### src/rtl/bus_host_arb.sv
// Round-robin arbiter sharing one downstream req/gnt/rvalid bus port between NrHosts requesters.
// Responses are steered back in order through a small FIFO of granted host IDs.
module bus_host_arb #(
   parameter int NrHosts        = 2,
   parameter int AddrWidth      = 32,
   parameter int DataWidth      = 32,
   parameter int MaxOutstanding = 2
) (
   input  logic                                  clk_i,
   input  logic                                  rst_ni,
   input  logic [NrHosts-1:0]                    host_req_i,
   output logic [NrHosts-1:0]                    host_gnt_o,
   input  logic [AddrWidth-1:0]                  host_addr_i  [NrHosts],
   input  logic [NrHosts-1:0]                    host_we_i,
   input  logic [DataWidth/8-1:0]                host_be_i    [NrHosts],
   input  logic [DataWidth-1:0]                  host_wdata_i [NrHosts],
   output logic [NrHosts-1:0]                    host_rvalid_o,
   output logic [DataWidth-1:0]                  host_rdata_o [NrHosts],
   output logic [NrHosts-1:0]                    host_err_o,
   output logic                                  dev_req_o,
   input  logic                                  dev_gnt_i,
   output logic [AddrWidth-1:0]                  dev_addr_o,
   output logic                                  dev_we_o,
   output logic [DataWidth/8-1:0]                dev_be_o,
   output logic [DataWidth-1:0]                  dev_wdata_o,
   input  logic                                  dev_rvalid_i,
   input  logic [DataWidth-1:0]                  dev_rdata_i,
   input  logic                                  dev_err_i,
   output logic [$clog2(MaxOutstanding+1)-1:0]   outstanding_o,
   output logic                                  spurious_o
);

   localparam int IdxW = (NrHosts > 1) ? $clog2(NrHosts) : 1;
   localparam int PtrW = (MaxOutstanding > 1) ? $clog2(MaxOutstanding) : 1;
   localparam int CntW = $clog2(MaxOutstanding+1);

   logic [IdxW-1:0] prio_q;
   logic [IdxW-1:0] winner;
   logic            any_req;
   logic [31:0]     cand;

   logic [IdxW-1:0] fifo_q [MaxOutstanding];
   logic [PtrW-1:0] wr_ptr_q, rd_ptr_q;
   logic [CntW-1:0] count_q;
   logic            full, accept, pop;
   logic [IdxW-1:0] head;

   // Winner search starts at the priority pointer and wraps, giving round-robin fairness.
   always_comb begin
      winner  = '0;
      any_req = 1'b0;
      cand    = '0;
      for (int i = 0; i < NrHosts; i++) begin
         cand = (32'(prio_q) + 32'(i)) % 32'(NrHosts);
         if (!any_req && host_req_i[cand]) begin
            winner  = IdxW'(cand);
            any_req = 1'b1;
         end
      end
   end

   // Full is judged on the registered count, so a same-cycle pop never frees a slot early.
   assign full      = (count_q == CntW'(MaxOutstanding));
   assign dev_req_o = rst_ni & any_req & ~full;
   assign accept    = dev_req_o & dev_gnt_i;
   assign head      = fifo_q[rd_ptr_q];
   assign pop       = dev_rvalid_i & (count_q != '0);
   assign spurious_o    = rst_ni & dev_rvalid_i & (count_q == '0);
   assign outstanding_o = count_q;

   always_comb begin
      dev_addr_o  = '0;
      dev_we_o    = 1'b0;
      dev_be_o    = '0;
      dev_wdata_o = '0;
      host_gnt_o  = '0;
      if (any_req) begin
         dev_addr_o  = host_addr_i[winner];
         dev_we_o    = host_we_i[winner];
         dev_be_o    = host_be_i[winner];
         dev_wdata_o = host_wdata_i[winner];
      end
      if (accept) host_gnt_o[winner] = 1'b1;
   end

   always_comb begin
      host_rvalid_o = '0;
      host_err_o    = '0;
      for (int i = 0; i < NrHosts; i++) host_rdata_o[i] = dev_rdata_i;
      if (pop) begin
         host_rvalid_o[head] = 1'b1;
         host_err_o[head]    = dev_err_i;
      end
   end

   // ID storage needs no reset; only the pointers and count define validity.
   always_ff @(posedge clk_i) begin
      if (accept) fifo_q[wr_ptr_q] <= winner;
   end

   always_ff @(posedge clk_i or negedge rst_ni) begin
      if (!rst_ni) begin
         prio_q   <= '0;
         wr_ptr_q <= '0;
         rd_ptr_q <= '0;
         count_q  <= '0;
      end else begin
         if (accept) begin
            prio_q   <= (winner == IdxW'(NrHosts-1)) ? '0 : winner + 1'b1;
            wr_ptr_q <= (wr_ptr_q == PtrW'(MaxOutstanding-1)) ? '0 : wr_ptr_q + 1'b1;
         end
         if (pop) begin
            rd_ptr_q <= (rd_ptr_q == PtrW'(MaxOutstanding-1)) ? '0 : rd_ptr_q + 1'b1;
         end
         if (accept && !pop)      count_q <= count_q + 1'b1;
         else if (pop && !accept) count_q <= count_q - 1'b1;
      end
   end

endmodule

### config.mk
export PLATFORM = sky130hd
export DESIGN_NAME = bus_host_arb
export DESIGN_NICKNAME = d
export VERILOG_FILES = /design/src/rtl/bus_host_arb.sv
export SDC_FILE = /design/constraint.sdc
export NUM_CORES = 1
export LEC_CHECK = 0
export BUFFER_PORTS_ARGS = -buffer_cell sky130_fd_sc_hd__buf_2
export CORE_AREA = 2 2 123 125
export CTS_CLUSTER_DIAMETER = 120
export CTS_CLUSTER_SIZE = 16
export DETAILED_ROUTE_END_ITERATION = 8
export DIE_AREA = 0 0 125 127
export PLACE_DENSITY = 0.48
export SLEW_MARGIN = 10
export SYNTH_ARGS = -nofsm -noshare
export SYNTH_HDL_FRONTEND = slang
export SYNTH_SLANG_ARGS = --single-unit
### constraint.sdc
create_clock -name clk_i -period 3.5 [get_ports clk_i]
set_input_delay 0.7 -clock clk_i [delete_from_list [all_inputs] [get_ports clk_i]]
set_output_delay 0.7 -clock clk_i [all_outputs]
set_load 0.05 [all_outputs]
==> summary.txt <==
Run status
  • Outcome: finished clean

Place
  • Detailed placement HPWL: ~6900 um
  • Port bufs: 223
  • Placement Cell Area: ~2900 um2
  • Placer Congestion: about 0.76
  • DP Cell Count: ~660

CTS
  • CTS tree: yes
  • Worst-path clk slew: roughly 40 ps
  • Post-CTS setup buffer count: 0
  • Clk Tree Root Cell: clkbuf_16
  • H-tree depth: 1
  • Clk sinks: 7
  • Clock latency at the later pin of the worst-skew pair: between 200 and 250 ps
  • Post-CTS Hold Buffers: 0
  • Num CTS Buffers: 3
  • Cts repair resizes: 0
  • Clock Path Buffers: 2

Power
  • P_int: ~600 uW
  • Combinational share of power: between 70 and 80%
  • Overall power: between 1.5 and 2 mW
  • Leakage power: 1.53 nW
  • Clock share of power: approximately an eighth
  • Switching part of the total: between 60% and 70%
  • Pwr Density: about 530 nW/um2
  • Sequential power share: approximately an eighth
  • Net Switching: about 1.0 mW
  • Worst VDD drop: approximately 0.16 mV

Critical path
  • R2r endpoint: outstanding_o[1]
  • FF-to-FF path depth: 7
  • Internal reg-to-reg setup slack: between 1500 and 2000 ps
  • CP required: around 2800 ps
  • CP max stage delay: roughly 360 ps
  • Startpoint types: primary input
  • CP max stage cell: buf_4
  • Critical path's most frequent cell: buf_2
  • Crit. End Element: output pin
  • Crit Path Max Fanout: 42
  • R2R Path Start: outstanding_o[0]
  • Critical Path AT: about 2100 ps
  • Critical path class: in2out
  • Worst-path cell chain: buf_2 -> a21boi_4 -> buf_4 -> and3_1 -> buf_2

Routing
  • Detail Route Antenna Nets: 0
  • # DRC: 0
  • Routed WL: about 8900 um
  • DR vias/cell: between 4 and 5
  • Vias after detailed routing: 2,880
  • DR iter-0 viols: approximately 110
  • Pre-antenna DRT Iters: 4
  • WL/cell: 13.5 um

Floorplanning
  • DIE WIDTH: roughly 130 um
  • # IOs: 320
  • Die Y: 127 um
  • Starting density of the core: between 15 and 20%
  • Row count: 44
  • Die area: between 15,000 and 20,000 um2
  • Core footprint: about 14,000 um2

Synth
  • Synth top area cells: o211ai_1 (24%), buf_4 (23%), o21ai_0 (14%), nand2_1 (12%), dfrtp_1 (5.7%)
  • Yosys reg bits: 7
  • Post-synth EDFFs: 2
  • Cell taking the most area after synthesis: o211ai_1
  • Sequential share of the synthesized area: 8.50%
  • Most used standard cell by instance count after synthesis: nand2_1
  • Synth top cells by count: nand2_1 (70), o211ai_1 (69), buf_4 (66)
  • Syn Area/Cell: 6.31 um2
  • Syn_nets: 523
  • Post-synth top area share: between 20% and 30%
  • Syn. warnings: 0
  • Post-Synthesis Cells: 345
  • Fraction of registers with async set or reset after synthesis: between 70% and 80%
  • Netlist cell types: 25
  • Cell area after synthesis: around 2200 um2
  • Ys flop type: dfrtp_1

Worst hold path
  • Min-Delay Path Class: in2async

Cells and area
  • Ant. Diodes: 0
  • # fillers: between 1,500 and 2,000
  • Final Net Count: ~660
  • Layout cells sized above 1: approximately half
  • Final Util: a little over a fifth
  • Post-Layout Cell Count: roughly 660
  • Post-route cell area: 3030 um2
  • Area Overhead vs Synth: 38.9%
  • Multi-input logic area: 1310 um2
  • FF+latch area: 186 um2

Timing
  • Setup_tns: 0 ps
  • Slew @ Worst Pin: between 400 and 500 ps
  • Tmin final: ~2800 ps
  • Slew Viols, Final: 0
  • # setup viols final: 0
  • Endpoints failing hold: 0
  • Slew headroom: around 70%
  • Fin crit share: 78.9%
  • Max Freq: 0.362 GHz
  • RSZ-0062 raised after global routing: false
  • Clock Skews: 1.55 ps

GRT
  • Gr usage total: roughly 10%
  • Global route total overflow: 0
  • First-pass GRT wire length: 13,500 um
  • Largest net degree at the start of global routing: slightly below 60
  • Initial antenna violation count: 1
  • Vias in the first global route: between 2,000 and 3,000

Flow run
  • Max Cap Viol: 0
-- worst max path at each step --
stage,startpoint,end,slack (ps),depth (start not counted)
after floorplan,host_req_i[0],dev_wdata_o[17],470,5
after global placement,host_req_i[1],host_gnt_o[1],710,5
after detailed placement,host_req_i[1],host_gnt_o[1],730,5
after CTS,host_req_i[1],host_gnt_o[1],710,5
after global routing,host_req_i[1],host_gnt_o[1],630,5
final,host_req_i[1],host_gnt_o[1],740,5
-- metal layers --
layer	routed length (um)	global-route usage, %
met2	4410	19.0
met3	900	2.55
met4	225	3.20
met1	3360	11.1
met5	0	0
-- through the flow --
step                worst slack, ps  hold slack, ps
floorplan                       474             404
global placement                715             481
detailed placement              727             481
CTS                             715             310
global route                    630             316
finish                          738             307
-- power groups by stage --
stage / clock network [mW] / registers [mW] / logic, mW
after detailed placement: 0 / 0.197 / 1.22
after floorplan: 0 / 0.189 / 1.10
after CTS: 0.194 / 0.197 / 1.23
after global routing: 0.198 / 0.206 / 1.30
final: 0.192 / 0.197 / 1.21
after global placement: 0 / 0.202 / 1.23
-- area by class of cell --
class	instances	area share (%)
multi-input combinational	231	43.2
sequential	7	6.16
timing repair buffer	230	39.9
clock buffer	4	2.60
tap	184	7.61
inverter	5	0.620
-- cell usage in the layout, fill, tap and decap left out --
cell and instances:
xnor2_1 3, buf_12 3, o211a_1 1, buf_4 4, inv_1 3, o21ai_0 61, nor2_1 5, o211ai_1 69
clkbuf_16 3, nor3_1 1, a21boi_4 1, and3_1 4, dfrtp_2 1, o2111ai_2 1, xor2_1 2, dfrtp_1 4
ha_1 1, buf_2 223, edfxtp_1 2, nand2_1 70, o21ai_1 9, nand2b_1 1, inv_2 2, clkbuf_1 1
mux2i_1 2
-- cell families (layout without fill, tap and decap cells) --
group | Yosys count | count (layout) | share of synthesized area (%)
AOI/OAI and AO/OA | 142 | 142 | 41.9
xor gates and xnor gates | 5 | 5 | 2.01
adders and majority gates | 1 | 1 | 0.574
muxes | 2 | 2 | 0.919
buffers and inverters | 107 | 239 | 31.5
and+or+nand+nor | 81 | 81 | 14.6
DFF | 7 | 7 | 8.50
-- flip-flops by register name (all words and copies together) (netlist names) --
register and cells:
fifo_q 2, outstanding_o 2, rd_ptr_q 1, prio_q 1, wr_ptr_q 1
-- critical path: cells and delay by family --
| family | cells | cell delay, ps |
|---|---|---|
| compound gates | 1 | 240 |
| buf+inv | 3 | 900 |
| simple gates | 1 | 210 |
(Power assumes the default switching activity.)
